`src/rtl/unified_mem_arbiter_if.sv`:
```
// Requester and memory-side signals of the unified memory arbiter.
// The slave view is the arbiter; the master view is the pipeline plus memory around it.
interface unified_mem_arbiter_if #(
    parameter int ADDR_W = 32,
    parameter int DATA_W = 32
);
    logic              if_req;
    logic [ADDR_W-1:0] if_addr;
    logic [DATA_W-1:0] if_rdata;
    logic              if_ready;
    logic              if_stall;

    logic              d_req;
    logic              d_we;
    logic [ADDR_W-1:0] d_addr;
    logic [DATA_W-1:0] d_wdata;
    logic [DATA_W-1:0] d_rdata;
    logic              d_ready;
    logic              d_stall;

    logic              mem_en;
    logic              mem_we;
    logic [ADDR_W-1:0] mem_addr;
    logic [DATA_W-1:0] mem_wdata;
    logic [DATA_W-1:0] mem_rdata;
    logic              busy;

    modport slave (
        input  if_req, if_addr, d_req, d_we, d_addr, d_wdata, mem_rdata,
        output if_rdata, if_ready, if_stall, d_rdata, d_ready, d_stall,
        output mem_en, mem_we, mem_addr, mem_wdata, busy
    );

    modport master (
        output if_req, if_addr, d_req, d_we, d_addr, d_wdata, mem_rdata,
        input  if_rdata, if_ready, if_stall, d_rdata, d_ready, d_stall,
        input  mem_en, mem_we, mem_addr, mem_wdata, busy
    );
endinterface

```
`src/rtl/unified_mem_arbiter.sv`:
```
// Shares one fixed-latency memory port between instruction fetch and data access.
// Data has priority; a starvation counter forces a fetch grant after STARVE_LIMIT data grants.
module unified_mem_arbiter #(
    parameter int ADDR_W       = 32,
    parameter int DATA_W       = 32,
    parameter int MEM_LATENCY  = 2,
    parameter int STARVE_LIMIT = 4
) (
    input  logic                  clk,
    input  logic                  reset,
    unified_mem_arbiter_if.slave  bus
);
    typedef enum logic [1:0] {IDLE, ACCESS, RESP} state_t;

    localparam int CNT_W = 4;
    localparam logic [CNT_W-1:0] LAT_C    = CNT_W'(MEM_LATENCY);
    localparam logic [CNT_W-1:0] STARVE_C = CNT_W'(STARVE_LIMIT);

    state_t            state_q, state_d;
    logic              own_data_q, own_data_d;
    logic [CNT_W-1:0]  lat_cnt_q, lat_cnt_d;
    logic [CNT_W-1:0]  starve_cnt_q, starve_cnt_d;
    logic              mem_en_q, mem_en_d;
    logic              mem_we_q, mem_we_d;
    logic [ADDR_W-1:0] mem_addr_q, mem_addr_d;
    logic [DATA_W-1:0] mem_wdata_q, mem_wdata_d;
    logic [DATA_W-1:0] if_rdata_q, if_rdata_d;
    logic [DATA_W-1:0] d_rdata_q, d_rdata_d;
    logic              if_ready_q, if_ready_d;
    logic              d_ready_q, d_ready_d;
    logic              busy_q, busy_d;
    logic              grant_if, grant_data;

    always_comb begin
        state_d      = state_q;
        own_data_d   = own_data_q;
        lat_cnt_d    = lat_cnt_q;
        starve_cnt_d = starve_cnt_q;
        mem_en_d     = 1'b0;
        mem_we_d     = mem_we_q;
        mem_addr_d   = mem_addr_q;
        mem_wdata_d  = mem_wdata_q;
        if_rdata_d   = if_rdata_q;
        d_rdata_d    = d_rdata_q;
        if_ready_d   = 1'b0;
        d_ready_d    = 1'b0;
        grant_if     = 1'b0;
        grant_data   = 1'b0;

        case (state_q)
            IDLE: begin
                grant_if   = bus.if_req && (!bus.d_req || starve_cnt_q == STARVE_C);
                grant_data = bus.d_req && !grant_if;
                if (grant_if || grant_data) begin
                    state_d     = ACCESS;
                    own_data_d  = grant_data;
                    mem_en_d    = 1'b1;
                    lat_cnt_d   = '0;
                    mem_addr_d  = grant_data ? bus.d_addr : bus.if_addr;
                    mem_we_d    = grant_data && bus.d_we;
                    mem_wdata_d = grant_data ? bus.d_wdata : '0;
                    // Only data grants that make a waiting fetch wait longer count toward starvation.
                    if (grant_if) begin
                        starve_cnt_d = '0;
                    end else if (bus.if_req && starve_cnt_q != STARVE_C) begin
                        starve_cnt_d = starve_cnt_q + 1'b1;
                    end
                end
            end
            ACCESS: begin
                lat_cnt_d = lat_cnt_q + 1'b1;
                if (lat_cnt_q == LAT_C) begin
                    state_d = RESP;
                    if (own_data_q) begin
                        d_ready_d = 1'b1;
                        if (!mem_we_q) begin
                            d_rdata_d = bus.mem_rdata;
                        end
                    end else begin
                        if_ready_d = 1'b1;
                        if_rdata_d = bus.mem_rdata;
                    end
                end
            end
            RESP: begin
                state_d = IDLE;
            end
            default: begin
                state_d = IDLE;
            end
        endcase

        busy_d = (state_d != IDLE);
    end

    always_ff @(posedge clk) begin
        if (reset) begin
            state_q      <= IDLE;
            own_data_q   <= 1'b0;
            lat_cnt_q    <= '0;
            starve_cnt_q <= '0;
            mem_en_q     <= 1'b0;
            mem_we_q     <= 1'b0;
            mem_addr_q   <= '0;
            mem_wdata_q  <= '0;
            if_rdata_q   <= '0;
            d_rdata_q    <= '0;
            if_ready_q   <= 1'b0;
            d_ready_q    <= 1'b0;
            busy_q       <= 1'b0;
        end else begin
            state_q      <= state_d;
            own_data_q   <= own_data_d;
            lat_cnt_q    <= lat_cnt_d;
            starve_cnt_q <= starve_cnt_d;
            mem_en_q     <= mem_en_d;
            mem_we_q     <= mem_we_d;
            mem_addr_q   <= mem_addr_d;
            mem_wdata_q  <= mem_wdata_d;
            if_rdata_q   <= if_rdata_d;
            d_rdata_q    <= d_rdata_d;
            if_ready_q   <= if_ready_d;
            d_ready_q    <= d_ready_d;
            busy_q       <= busy_d;
        end
    end

    assign bus.if_rdata  = if_rdata_q;
    assign bus.if_ready  = if_ready_q;
    assign bus.if_stall  = bus.if_req & ~if_ready_q;
    assign bus.d_rdata   = d_rdata_q;
    assign bus.d_ready   = d_ready_q;
    assign bus.d_stall   = bus.d_req & ~d_ready_q;
    assign bus.mem_en    = mem_en_q;
    assign bus.mem_we    = mem_we_q;
    assign bus.mem_addr  = mem_addr_q;
    assign bus.mem_wdata = mem_wdata_q;
    assign bus.busy      = busy_q;
endmodule

```
`src/flat_wrapper.sv`:
```
// flat-port wrapper written by rule: the top's interface ports become plain ports
module unified_mem_arbiter_flat 
#(
    parameter int ADDR_W       = 32,
    parameter int DATA_W       = 32,
    parameter int MEM_LATENCY  = 2,
    parameter int STARVE_LIMIT = 4
)
  (clk, reset, bus_if_req, bus_if_addr, bus_d_req, bus_d_we, bus_d_addr, bus_d_wdata, bus_mem_rdata, bus_if_rdata, bus_if_ready, bus_if_stall, bus_d_rdata, bus_d_ready, bus_d_stall, bus_mem_en, bus_mem_we, bus_mem_addr, bus_mem_wdata, bus_busy);
  unified_mem_arbiter_if #(.ADDR_W(ADDR_W), .DATA_W(DATA_W)) bus_i ();
  input  logic clk;
  input  logic reset;
  input wire logic [$bits(bus_i.if_req)-1:0] bus_if_req;
  input wire logic [$bits(bus_i.if_addr)-1:0] bus_if_addr;
  input wire logic [$bits(bus_i.d_req)-1:0] bus_d_req;
  input wire logic [$bits(bus_i.d_we)-1:0] bus_d_we;
  input wire logic [$bits(bus_i.d_addr)-1:0] bus_d_addr;
  input wire logic [$bits(bus_i.d_wdata)-1:0] bus_d_wdata;
  input wire logic [$bits(bus_i.mem_rdata)-1:0] bus_mem_rdata;
  output wire logic [$bits(bus_i.if_rdata)-1:0] bus_if_rdata;
  output wire logic [$bits(bus_i.if_ready)-1:0] bus_if_ready;
  output wire logic [$bits(bus_i.if_stall)-1:0] bus_if_stall;
  output wire logic [$bits(bus_i.d_rdata)-1:0] bus_d_rdata;
  output wire logic [$bits(bus_i.d_ready)-1:0] bus_d_ready;
  output wire logic [$bits(bus_i.d_stall)-1:0] bus_d_stall;
  output wire logic [$bits(bus_i.mem_en)-1:0] bus_mem_en;
  output wire logic [$bits(bus_i.mem_we)-1:0] bus_mem_we;
  output wire logic [$bits(bus_i.mem_addr)-1:0] bus_mem_addr;
  output wire logic [$bits(bus_i.mem_wdata)-1:0] bus_mem_wdata;
  output wire logic [$bits(bus_i.busy)-1:0] bus_busy;
  assign bus_i.if_req = bus_if_req;
  assign bus_i.if_addr = bus_if_addr;
  assign bus_i.d_req = bus_d_req;
  assign bus_i.d_we = bus_d_we;
  assign bus_i.d_addr = bus_d_addr;
  assign bus_i.d_wdata = bus_d_wdata;
  assign bus_i.mem_rdata = bus_mem_rdata;
  assign bus_if_rdata = bus_i.if_rdata;
  assign bus_if_ready = bus_i.if_ready;
  assign bus_if_stall = bus_i.if_stall;
  assign bus_d_rdata = bus_i.d_rdata;
  assign bus_d_ready = bus_i.d_ready;
  assign bus_d_stall = bus_i.d_stall;
  assign bus_mem_en = bus_i.mem_en;
  assign bus_mem_we = bus_i.mem_we;
  assign bus_mem_addr = bus_i.mem_addr;
  assign bus_mem_wdata = bus_i.mem_wdata;
  assign bus_busy = bus_i.busy;
  unified_mem_arbiter #(.ADDR_W(ADDR_W), .DATA_W(DATA_W), .MEM_LATENCY(MEM_LATENCY), .STARVE_LIMIT(STARVE_LIMIT)) u_core (.clk(clk), .reset(reset), .bus(bus_i));
endmodule
```
`config.mk`:
```
export PLATFORM = sky130hd
export DESIGN_NAME = unified_mem_arbiter_flat
export DESIGN_NICKNAME = d
export VERILOG_FILES = /design/src/rtl/unified_mem_arbiter_if.sv /design/src/rtl/unified_mem_arbiter.sv /design/src/flat_wrapper.sv
export SDC_FILE = /design/constraint.sdc
export NUM_CORES = 1
export LEC_CHECK = 0
export BUFFER_PORTS_ARGS = -buffer_cell sky130_fd_sc_hd__buf_4
export CAP_MARGIN = 20
export CORE_MARGIN = 4
export CORE_UTILIZATION = 31
export DETAILED_ROUTE_END_ITERATION = 8
export GPL_ROUTABILITY_DRIVEN = 0
export PLACE_DENSITY_LB_ADDON = 0.1
export SLEW_MARGIN = 0
export SYNTH_ARGS = -nofsm -noshare
export SYNTH_HDL_FRONTEND = slang
export SYNTH_SLANG_ARGS = --single-unit
```
`constraint.sdc`:
```
create_clock -name clk -period 3.7 [get_ports clk]
set_clock_uncertainty 0.1 [all_clocks]
set_input_delay 0.37 -clock clk [delete_from_list [all_inputs] [get_ports clk]]
set_output_delay 0.37 -clock clk [all_outputs]
set_load 0.05 [all_outputs]
```
==> parameters.txt <==
Parameter                              Value

Clock network
  Clock tree from TritonCTS ... yes
  Buffer type at the clock tree root ... sky130_fd_sc_hd__clkbuf_16
  Clock latency on the worst-skew pair ... 0.41 ns
  Clock-pin slew on the worst setup and hold paths ... 0.06 ns
  Maximum clock path buffer count ... 2
  Number of buffers inserted to repair setup after CTS ... 0
  Post-cts repair resize count ... 0
  Max H-tree Level ... 4
  CTS buffer count ... 17
  Clk sink count ... roughly 140
  Hold buffers post-CTS ... 0

Routing
  Antenna-violating nets left ... 0
  Via count ... between 6000 and 7000
  Number of iterations in the first detailed-routing pass ... 4
  Mean routed wirelength per cell ... approximately 17 um
  Residual DRC count ... 0
  Via density ... 5.05
  Initial detailed-routing violation count ... between 200 and 300
  Routed WL ... 20800 um

STA
  Final worst-path setup slack ... ~1.5 ns
  Relative max-transition margin ... between 30% and 40%
  Final count of hold timing violations ... 0
  Min Clock Period, post-route ... roughly 2.2 ns
  Number of pins with negative max-slew slack in the final report ... 0
  RSZ-0062 raised after global routing ... false
  Actual transition at the worst max-transition pin ... between 0.9 and 1 ns
  Setup TNS ... 0 ns
  Achievable clock frequency ... ~460 MHz
  Final critical-path share of the clock period ... roughly 59%
  # setup viols final ... 0

Pwr
  Leak pwr ... ~3.6 nW
  Max VDD drop ... just over 300 uV
  Power per unit of standard cell area ... 478 mW/mm^2
  Overall power consumption ... roughly 4.3 mW

Synth
  Async set-reset flop share out of synthesis ... 0%
  Number of enable flip-flop cells after synthesis ... 0
  Cell type with the largest total area after synthesis ... sky130_fd_sc_hd__dfxtp_1
  Post-synthesis sequential area ratio ... 46.7%
  Synthesized net count ... approximately 850
  Yosys warns ... 0
  Cell area after synthesis ... roughly 0.0062 mm^2
  Mean instance size in the synthesized netlist ... slightly below 9 um^2
  Number of distinct standard cells referenced by the synthesized netlist ... 34
  Prevailing post-synth register cell ... sky130_fd_sc_hd__dfxtp_1
  Area share of the largest cell type after synthesis ... between 40 and 50%
  Area contributors post-synth ... sky130_fd_sc_hd__dfxtp_1, sky130_fd_sc_hd__a21oi_1, sky130_fd_sc_hd__o21ai_0
  Cells after synthesis ... 714
  Post-synthesis sequential element count ... about 140

Worst setup path
  Worst Setup Path Type ... flip-flop to flip-flop
  Origin of the worst setup path ... u_core.lat_cnt_q[0]$_SDFFE_PP0P_
  Critical path startpoint category ... flip-flop
  Arrival time of the worst setup path ... between 2 and 2.5 ns
  Worst EP required ... 3.93 ns
  Maximum net fanout on the critical path ... 32
  Origin of the critical flop-to-flop path ... u_core.lat_cnt_q[0]$_SDFFE_PP0P_
  Kind of end point of the critical path ... flip-flop

Floorplan
  Chip Height ... ~150 um
  Starting density of the core ... 31.6%
  Row Count ... slightly above 50
  Total core area ... about 0.02 mm^2
  Ports ... 268
  Die Footprint ... about 0.022 mm^2
  Chip Width ... approximately 150 um

Layout
  Util after Layout ... 45.9%
  Layout cells sized above 1 ... ~34%
  Most common cell after layout, fill and taps aside ... sky130_fd_sc_hd__buf_4
  Commonest cells after routing, fill and taps aside ... sky130_fd_sc_hd__buf_4, sky130_fd_sc_hd__dfxtp_1, sky130_fd_sc_hd__a21oi_1, sky130_fd_sc_hd__o21ai_0, sky130_fd_sc_hd__nand3_1
  Antenna Cells ... 0
  Nets ... between 1000 and 1500
  Synth-to-layout area growth ... 45.0%

Global routing
  Overall routing resource usage ... a little under a fifth
  Global-route track usage on met1 ... 25.0%
  Pin count of the biggest net entering global routing ... between 100 and 150
  Most heavily used metal layer in global routing ... met2
  M3 GR Usage ... around 6.4%
  GR Overflow Total ... 0
  First-pass GRT wire length ... 32500 um
  Vias in the first global route ... 5903
  Antenna violations before repair ... 0
  GR met2 Demand/Resource ... 26.1%

Min path
  Hold/Removal Path Class ... input pin to flip-flop
  Worst hold start ... bus_mem_rdata[7]

Place
  Placed wire-length estimate ... between 10000 and 15000 um
  Pre-CTS WS ... 1.50 ns
  Buffers added on ports ... ~270

Run
  Max Cap Violations ... 0

Status
  Status ... completed
[cells by family after synthesis]
kind of cell,after synthesis,synth area share (%)
DFF,144,46.7
AOI/OAI and AO/OA,244,22.0
and+or+nand+nor,206,19.6
muxes,32,5.19
buffers and inverters,84,5.67
adders and majority gates,4,0.810
[worst max-delay path, stage by stage, from the launching register on]
cell and delay, ns:
sky130_fd_sc_hd__dfxtp_1 0.33, sky130_fd_sc_hd__inv_1 0.08, sky130_fd_sc_hd__ha_1 0.15, sky130_fd_sc_hd__or3b_1 0.40
sky130_fd_sc_hd__nor4b_4 0.25, sky130_fd_sc_hd__buf_4 0.53, sky130_fd_sc_hd__mux2i_1 0.26
[sequential cells by signal, indices dropped and copies added, names as in the netlist]
register	cells
u_core.bus.d_rdata	32
u_core.bus.busy	1
u_core.bus.mem_wdata	32
u_core.lat_cnt_q	4
u_core.state_q	2
u_core.bus.if_ready	1
u_core.bus.mem_en	1
u_core.starve_cnt_q	4
u_core.bus.d_ready	1
u_core.own_data_q	1
u_core.bus.mem_addr	32
u_core.bus.mem_we	1
u_core.bus.if_rdata	32
[cell usage after synthesis, drive strengths merged (3+ instances only)]
| cell | instances |
|---|---|
| nor3b | 4 |
| nand2b | 67 |
| ha | 4 |
| a21oi | 105 |
| inv | 5 |
| or3b | 3 |
| nor2b | 3 |
| mux2i | 32 |
| clkbuf | 69 |
| nand4 | 37 |
| dfxtp | 144 |
| a311oi | 32 |
| nor3 | 3 |
| o211ai | 3 |
| nand3 | 68 |
| nand2 | 6 |
| buf | 10 |
| nor2 | 5 |
| o21ai | 99 |
[final cells by class]
cell class / count / area, um^2
repair buffers: 280 / 2130
flip-flops and latches: 144 / 2880
clock inverters: 11 / 189
fillers: 2037 / 10600
inverters: 5 / 18.8
multi-input cells: 486 / 2970
well taps: 265 / 332
clock buffers: 19 / 443
[worst paths after layout]
kind	to	slack [ns]	depth (start not counted)
worst max-delay path	u_core.bus.d_rdata[6]$_SDFFE_PP0P_	1.51	6
worst min register to register	u_core.bus.d_rdata[25]$_SDFFE_PP0P_	0.37	2
worst max register to register	u_core.bus.d_rdata[6]$_SDFFE_PP0P_	1.51	6
worst min-delay path	u_core.bus.if_rdata[7]$_SDFFE_PP0P_	0.13	3
[stage by stage]
step	area, um^2	hold WS [ns]	std cells
floorplan	6180	0.358	714
global placement	8330	0.361	1180
detailed placement	8330	0.363	1180
CTS	8960	0.107	1210
global route	8960	0.118	1210
finish	8960	0.131	1210
[layer usage]
| layer | up-vias | share of wire (%) |
|---|---|---|
| li1 | 3038 | - |
| met1 | 2838 | 46 |
| met2 | 213 | 44 |
| met3 | 22 | 8.5 |
| met4 | 0 | 1.5 |
| met5 | - | 0 |
[report_power, final]
| group | switching [mW] | total [mW] | internal (mW) |
|---|---|---|---|
| Clock | 0.660 | 1.86 | 1.20 |
| Sequential | 0.0416 | 1.66 | 1.62 |
| Combinational | 0.490 | 0.759 | 0.269 |
| Total | 1.19 | 4.29 | 3.09 |
(Power assumes the default switching activity.)
